**src/rtl/rv32i_pkg.sv**
```systemverilog
// Shared RV32I definitions: widths, base opcodes, immediate formats and the
// ID/EX pipeline register layout.
package rv32i_pkg;

  localparam int XLEN           = 32;
  localparam int REG_ADDR_WIDTH = 5;

  typedef enum logic [6:0] {
    LUI      = 7'b0110111,
    AUIPC    = 7'b0010111,
    JAL      = 7'b1101111,
    JALR     = 7'b1100111,
    BRANCH   = 7'b1100011,
    LOAD     = 7'b0000011,
    STORE    = 7'b0100011,
    OP_IMM   = 7'b0010011,
    OP       = 7'b0110011,
    MISC_MEM = 7'b0001111,
    SYSTEM   = 7'b1110011
  } opcode_e;

  typedef enum logic [2:0] {
    IMM_I,
    IMM_S,
    IMM_B,
    IMM_U,
    IMM_J,
    IMM_NONE
  } imm_fmt_e;

  typedef struct packed {
    logic                      valid;
    logic [XLEN-1:0]           pc;
    logic [XLEN-1:0]           rs1_val;
    logic [XLEN-1:0]           rs2_val;
    logic [XLEN-1:0]           imm;
    logic [REG_ADDR_WIDTH-1:0] rs1;
    logic [REG_ADDR_WIDTH-1:0] rs2;
    logic [REG_ADDR_WIDTH-1:0] rd;
    logic [6:0]                opcode;
    logic [2:0]                funct3;
    logic [6:0]                funct7;
    logic                      is_load;
    logic                      wr_en;
    logic                      illegal;
  } idex_t;

endpackage

```
**src/rtl/imm_gen.sv**
```systemverilog
// Combinational immediate generator: reassembles and sign-extends the
// immediate for the selected instruction format.
module imm_gen
  import rv32i_pkg::*;
(
  input  logic [31:0]     instr,
  input  imm_fmt_e        fmt,
  output logic [XLEN-1:0] imm
);

  // Opcode bits never contribute to an immediate.
  logic unused_opcode_bits;
  assign unused_opcode_bits = ^instr[6:0];

  always_comb begin
    imm = '0;
    case (fmt)
      IMM_I:   imm = {{20{instr[31]}}, instr[31:20]};
      IMM_S:   imm = {{20{instr[31]}}, instr[31:25], instr[11:7]};
      IMM_B:   imm = {{19{instr[31]}}, instr[31], instr[7], instr[30:25],
                      instr[11:8], 1'b0};
      IMM_U:   imm = {instr[31:12], 12'b0};
      IMM_J:   imm = {{11{instr[31]}}, instr[31], instr[19:12], instr[20],
                      instr[30:21], 1'b0};
      default: imm = '0;
    endcase
  end

endmodule

```
**src/rtl/decode_stage.sv**
```systemverilog
// RV32I decode stage: field split, immediate generation, operand fetch with
// writeback bypass, load-use stall and the ID/EX pipeline register.
module decode_stage
  import rv32i_pkg::*;
#(
  parameter logic [XLEN-1:0] RESET_PC = 32'h0000_0000
) (
  input  logic                      clk,
  input  logic                      rst,
  input  logic                      id_valid,
  output logic                      id_ready,
  input  logic [31:0]               id_instr,
  input  logic [XLEN-1:0]           id_pc,
  output logic [REG_ADDR_WIDTH-1:0] rf_addr1,
  output logic [REG_ADDR_WIDTH-1:0] rf_addr2,
  input  logic [XLEN-1:0]           rf_data1,
  input  logic [XLEN-1:0]           rf_data2,
  input  logic                      wb_wr_en,
  input  logic [REG_ADDR_WIDTH-1:0] wb_addr,
  input  logic [XLEN-1:0]           wb_data,
  input  logic                      flush,
  output logic                      ex_valid,
  input  logic                      ex_ready,
  output logic [XLEN-1:0]           ex_pc,
  output logic [XLEN-1:0]           ex_rs1_val,
  output logic [XLEN-1:0]           ex_rs2_val,
  output logic [XLEN-1:0]           ex_imm,
  output logic [REG_ADDR_WIDTH-1:0] ex_rs1,
  output logic [REG_ADDR_WIDTH-1:0] ex_rs2,
  output logic [REG_ADDR_WIDTH-1:0] ex_rd,
  output logic [6:0]                ex_opcode,
  output logic [2:0]                ex_funct3,
  output logic [6:0]                ex_funct7,
  output logic                      ex_is_load,
  output logic                      ex_wr_en,
  output logic                      ex_illegal
);

  idex_t ex_reg;
  idex_t ex_next;

  logic [6:0]                opcode;
  logic [REG_ADDR_WIDTH-1:0] rd;
  logic [REG_ADDR_WIDTH-1:0] rs_idx  [2];
  logic [XLEN-1:0]           rf_data [2];
  logic [XLEN-1:0]           op_val  [2];
  logic [XLEN-1:0]           imm;

  imm_fmt_e imm_fmt;
  logic     rs1_used;
  logic     rs2_used;
  logic     writes_rd;
  logic     is_load;
  logic     illegal;
  logic     hazard;
  logic     adv;

  assign opcode    = id_instr[6:0];
  assign rd        = id_instr[11:7];
  assign rs_idx[0] = id_instr[19:15];
  assign rs_idx[1] = id_instr[24:20];
  assign rf_data[0] = rf_data1;
  assign rf_data[1] = rf_data2;
  assign rf_addr1  = rs_idx[0];
  assign rf_addr2  = rs_idx[1];

  // x0 reads as zero; a same-cycle writeback wins over the stale RF value.
  genvar gi;
  generate
    for (gi = 0; gi < 2; gi++) begin : g_operand
      always_comb begin
        if (rs_idx[gi] == '0)
          op_val[gi] = '0;
        else if (wb_wr_en && (wb_addr == rs_idx[gi]))
          op_val[gi] = wb_data;
        else
          op_val[gi] = rf_data[gi];
      end
    end
  endgenerate

  always_comb begin
    imm_fmt   = IMM_NONE;
    rs1_used  = 1'b1;
    rs2_used  = 1'b0;
    writes_rd = 1'b0;
    is_load   = 1'b0;
    illegal   = 1'b0;
    case (opcode)
      LUI:      begin imm_fmt = IMM_U; rs1_used = 1'b0; writes_rd = 1'b1; end
      AUIPC:    begin imm_fmt = IMM_U; rs1_used = 1'b0; writes_rd = 1'b1; end
      JAL:      begin imm_fmt = IMM_J; rs1_used = 1'b0; writes_rd = 1'b1; end
      JALR:     begin imm_fmt = IMM_I; writes_rd = 1'b1; end
      BRANCH:   begin imm_fmt = IMM_B; rs2_used = 1'b1; end
      LOAD:     begin imm_fmt = IMM_I; writes_rd = 1'b1; is_load = 1'b1; end
      STORE:    begin imm_fmt = IMM_S; rs2_used = 1'b1; end
      OP_IMM:   begin imm_fmt = IMM_I; writes_rd = 1'b1; end
      OP:       begin imm_fmt = IMM_NONE; rs2_used = 1'b1; writes_rd = 1'b1; end
      MISC_MEM: imm_fmt = IMM_I;
      SYSTEM:   imm_fmt = IMM_I;
      default:  illegal = 1'b1;
    endcase
  end

  imm_gen u_imm_gen (
    .instr (id_instr),
    .fmt   (imm_fmt),
    .imm   (imm)
  );

  assign hazard = ex_reg.valid && ex_reg.is_load && (ex_reg.rd != '0) &&
                  ((rs1_used && (rs_idx[0] == ex_reg.rd)) ||
                   (rs2_used && (rs_idx[1] == ex_reg.rd)));
  assign adv      = !ex_reg.valid || ex_ready;
  assign id_ready = flush || (adv && !hazard);

  always_comb begin
    ex_next = ex_reg;
    if (flush || (adv && (hazard || !id_valid))) begin
      ex_next.valid   = 1'b0;
      ex_next.wr_en   = 1'b0;
      ex_next.is_load = 1'b0;
    end else if (adv) begin
      ex_next.valid   = 1'b1;
      ex_next.pc      = id_pc;
      ex_next.rs1_val = op_val[0];
      ex_next.rs2_val = op_val[1];
      ex_next.imm     = imm;
      ex_next.rs1     = rs_idx[0];
      ex_next.rs2     = rs_idx[1];
      ex_next.rd      = rd;
      ex_next.opcode  = opcode;
      ex_next.funct3  = id_instr[14:12];
      ex_next.funct7  = id_instr[31:25];
      ex_next.is_load = is_load;
      ex_next.wr_en   = writes_rd && (rd != '0);
      ex_next.illegal = illegal;
    end
  end

  always_ff @(posedge clk) begin
    if (rst) begin
      ex_reg    <= '0;
      ex_reg.pc <= RESET_PC;
    end else begin
      ex_reg <= ex_next;
    end
  end

  assign ex_valid   = ex_reg.valid;
  assign ex_pc      = ex_reg.pc;
  assign ex_rs1_val = ex_reg.rs1_val;
  assign ex_rs2_val = ex_reg.rs2_val;
  assign ex_imm     = ex_reg.imm;
  assign ex_rs1     = ex_reg.rs1;
  assign ex_rs2     = ex_reg.rs2;
  assign ex_rd      = ex_reg.rd;
  assign ex_opcode  = ex_reg.opcode;
  assign ex_funct3  = ex_reg.funct3;
  assign ex_funct7  = ex_reg.funct7;
  assign ex_is_load = ex_reg.is_load;
  assign ex_wr_en   = ex_reg.wr_en;
  assign ex_illegal = ex_reg.illegal;

endmodule
```
**config.mk**
```make
export PLATFORM = sky130hd
export DESIGN_NAME = decode_stage
export DESIGN_NICKNAME = d
export VERILOG_FILES = /design/src/rtl/rv32i_pkg.sv /design/src/rtl/imm_gen.sv /design/src/rtl/decode_stage.sv
export SDC_FILE = /design/constraint.sdc
export NUM_CORES = 1
export LEC_CHECK = 0
export CORE_ASPECT_RATIO = 1.5
export CORE_MARGIN = 2
export CORE_UTILIZATION = 47
export CTS_BUF_LIST = sky130_fd_sc_hd__clkbuf_4 sky130_fd_sc_hd__clkbuf_8 sky130_fd_sc_hd__clkbuf_16
export CTS_CLUSTER_DIAMETER = 50
export DETAILED_ROUTE_END_ITERATION = 10
export GPL_TIMING_DRIVEN = 0
export HOLD_SLACK_MARGIN = 0.03
export PLACE_DENSITY = 0.85
export SLEW_MARGIN = 20
export SYNTH_ARGS = -nofsm -noshare
export SYNTH_HDL_FRONTEND = slang
export SYNTH_SLANG_ARGS = --single-unit
```
**constraint.sdc**
```tcl
create_clock -name clk -period 10.3 [get_ports clk]
set_clock_uncertainty 0.2 [all_clocks]
set_input_delay 2.575 -clock clk [delete_from_list [all_inputs] [get_ports clk]]
set_output_delay 2.575 -clock clk [all_outputs]
set_load 0.02 [all_outputs]
```
==> flow_summary.toml <==
[clock_network]
clk_path_buf_depth = 2
insertion_delay_ns = 0.42
cts_buffers = 17
cts_resized = 0
clkSinkCount = 164
clk_pin_slew_ns = 0.06
postCtsSetupBuffers = 0
cts_tree = "done"
htreeDepth = 4
cts_root_buffer = "clkbuf_16"
ctsHoldBuffers = 0

[logic_synthesis]
synth_nets = 1069
syn_inst = 898
async_flop_share_pct = 0
netlist_top_cells_count = "164 x dfxtp_1, 129 x o31ai_1, 86 x clkbuf_1"
synth-compound-area-share_pct = 30.4
muxShareOfSynthArea_pct = 8.58
synth_flop_cell = "dfxtp_1"
yosysMostFrequentCell = "dfxtp_1"
yosysTopAreaCell = "dfxtp_1"
yosys.area_share.adder_pct = 0
yosysTopAreaCellShare_pct = 39.6
yosysWarningCount = 0
ys_seq_elements = 164
avgSynthCellArea_um2 = 9.22
yosysSeqAreaShare_pct = 39.6
ys_top_cells_by_area = "dfxtp_1 40%, o31ai_1 12%, mux2i_1 8.6%"
syn_area_um2 = 8280
yosys.area_share.xor_xnor_pct = 2.22
synthSimpleGateAreaFrac_pct = 11.2
synth_edf_count = 0
synth_top_family_by_area = "compound AO/OA/AOI/OAI gates"
synth_cell_types = 54

[worst_setup_path]
r2r_slack_ns = 7.33
required_ns = 7.53
end_kind = "output pin"
path_max_fanout = 10
critPathArrivalTime_ns = 5.61
r2r-end = "ex_rd[3]"
r2r_start = "ex_rd[0]"
r2r_cells = 8
critical_path_class = "in2out"
start_kind = "input port"

[grt]
grt_pass1_wl_um = 52700
grt_pass1_vias = 9669
grt.total_usage_pct = 35.4
antenna_found_initial = 0
globalRouteOverflowTotal = 0
grt_max_degree = 17

[floorplan]
initial_core_util_pct = 47.9
ios = 346
die_w_um = 112
die_y_um = 167
core.rowCount = 59
core_area_um2 = 17300
design.die.area_um2 = 18700

[cells_and_area]
diodes = 0
stdcell_count = 1481
area_delta_synth_final_pct = 51.1
final_nets = 1428
layout-drive-gt1-share_pct = 5.76
n_fill_cell = 1359

[run_status]
outcome = "finished, final reports clean"

[place]
place_congestion = 0.934
dp_cells = 1451
portBuffers = 340
hpwl_um = 25900

[hold_path]
hold_path_depth = 2
hold_end = "ex_imm[9]"
min_from = "ex_imm[9]"
hp-class = "reg2reg"

[timing]
relSlewSlack_pct = 36.4
fin_setup_tns_ns = 0
maxSlewViolCount = 0
fin_crit_ns = 8.38
rsz0062_at_grt = "false"
hold_viol = 0
max_clock_freq_mhz = 119
fin_crit_sh_pct = 81.4
finalSetupViolCount = 0
worstMarginPinSlew_ns = 0.953

[route]
wirelength_um = 34400
num_vias = 9516
avgViaCountPerCell = 6.43
wire_per_inst_um = 23.2
drc = 0
drtAntennaViolNets = 0
drtIter0Drc = 699
drt-pass1-iter-count = 5

[job]
drv_cap = 0

[pwr]
peakVddDrop_mv = 0.110
p_per_area_nw_per_um2 = 129
p_leak_nw = 4.21
==> flip-flops by register name, summed over array words and instances (netlist names) <==
register	count
ex_opcode	7
ex_rs1_val	32
ex_valid	1
ex_rs1	5
ex_rs2_val	32
ex_funct3	3
ex_wr_en	1
ex_rs2	5
ex_imm	32
ex_funct7	7
ex_illegal	1
ex_is_load	1
ex_pc	32
ex_rd	5
==> power breakdown <==
group	leakage [nW]	internal (mW)	switching, mW	total, mW
Combinational	2.60	0.156	0.164	0.320
Sequential	1.34	0.665	0.0192	0.684
Clock	0.270	0.355	0.262	0.616
Total	4.21	1.18	0.445	1.62
==> routing by layer <==
| layer | share of wire, % | GRT usage, % | vias up | wire (um) |
|---|---|---|---|---|
| li1 | - | - | 4296 | - |
| met5 | 0 | 0 | - | 0 |
| met1 | 34 | 36.3 | 4509 | 11800 |
| met4 | 5.1 | 18.5 | 0 | 1750 |
| met2 | 52 | 64.9 | 589 | 17700 |
| met3 | 8.8 | 9.46 | 122 | 3040 |
==> layout by cell type, fill, tap and decap left out, types with 4 or more instances in the layout <==
cell type,n
buf_4,19
o31ai_1,129
a311oi_1,19
a22o_1,4
a41o_1,4
o21ai_1,4
o21ai_0,6
nand4_1,64
a31oi_1,21
a21oi_1,69
o21a_1,4
nor3_1,7
and3_1,6
nor3b_1,5
xor2_1,16
or4_1,6
clkdlybuf4s50_1,340
clkbuf_16,17
buf_1,10
and2_1,4
o311a_1,4
dfxtp_1,164
mux2i_1,71
o311ai_0,66
nor2_1,8
clkbuf_4,4
clkbuf_1,86
buf_2,13
xnor2_1,5
nand2_1,37
buf_6,7
==> how the worst max path moves through the flow <==
stage	from	end	slack, ns	cells after the start
after floorplan	id_instr[2]	id_ready	3.09	7
after global placement	id_instr[3]	id_ready	1.91	8
after global routing	id_instr[3]	id_ready	1.82	8
after CTS	id_instr[3]	id_ready	1.92	8
final	id_instr[3]	id_ready	1.92	8
after detailed placement	id_instr[3]	id_ready	1.93	8
==> worst max-delay path, stage by stage <==
cell and delay [ns]:
clkdlybuf4s50_1 0.51, nand4bb_1 0.31, or3_1 0.47, or4_1 0.50, buf_2 0.21, buf_2 0.23
a31o_2 0.26, clkdlybuf4s50_1 0.53
==> final cells by class <==
type                       instances  area [um2]  area share, %
clock buffer                      23         483           3.86
tap                              213         267           2.13
multi-input combinational        595        4340           34.7
sequential                       164        3280           26.2
timing repair buffer             340        3400           27.2
clock inverter                     7        75.1          0.600
inverter                           4        15.0          0.120
buffer                           135         647           5.17
==> kinds of logic (layout without fill, tap and decap cells) <==
| family | Yosys count | after routing |
|---|---|---|
| AO/OA/AOI/OAI | 346 | 346 |
| flip-flops | 164 | 164 |
| AND/OR/NAND/NOR | 157 | 157 |
| buffers and inverters | 139 | 509 |
| multiplexers | 71 | 71 |
| XOR/XNOR | 21 | 21 |
==> stage by stage <==
step                      instance area, um2  total power, mW  setup slack (ns)  hold slack [ns]  utilization [%]
after floorplan                         8280            0.833              3.09            0.336                -
after global placement                 12000             1.01              1.91            0.247             69.2
after detailed placement               12000             1.01              1.93            0.255             69.2
after CTS                              12500             1.62              1.92            0.265             72.4
after global routing                   12500             1.67              1.82            0.289             72.4
final                                  12500             1.62              1.92            0.263             72.4
Note: power is estimated with default switching activity, not from simulation.
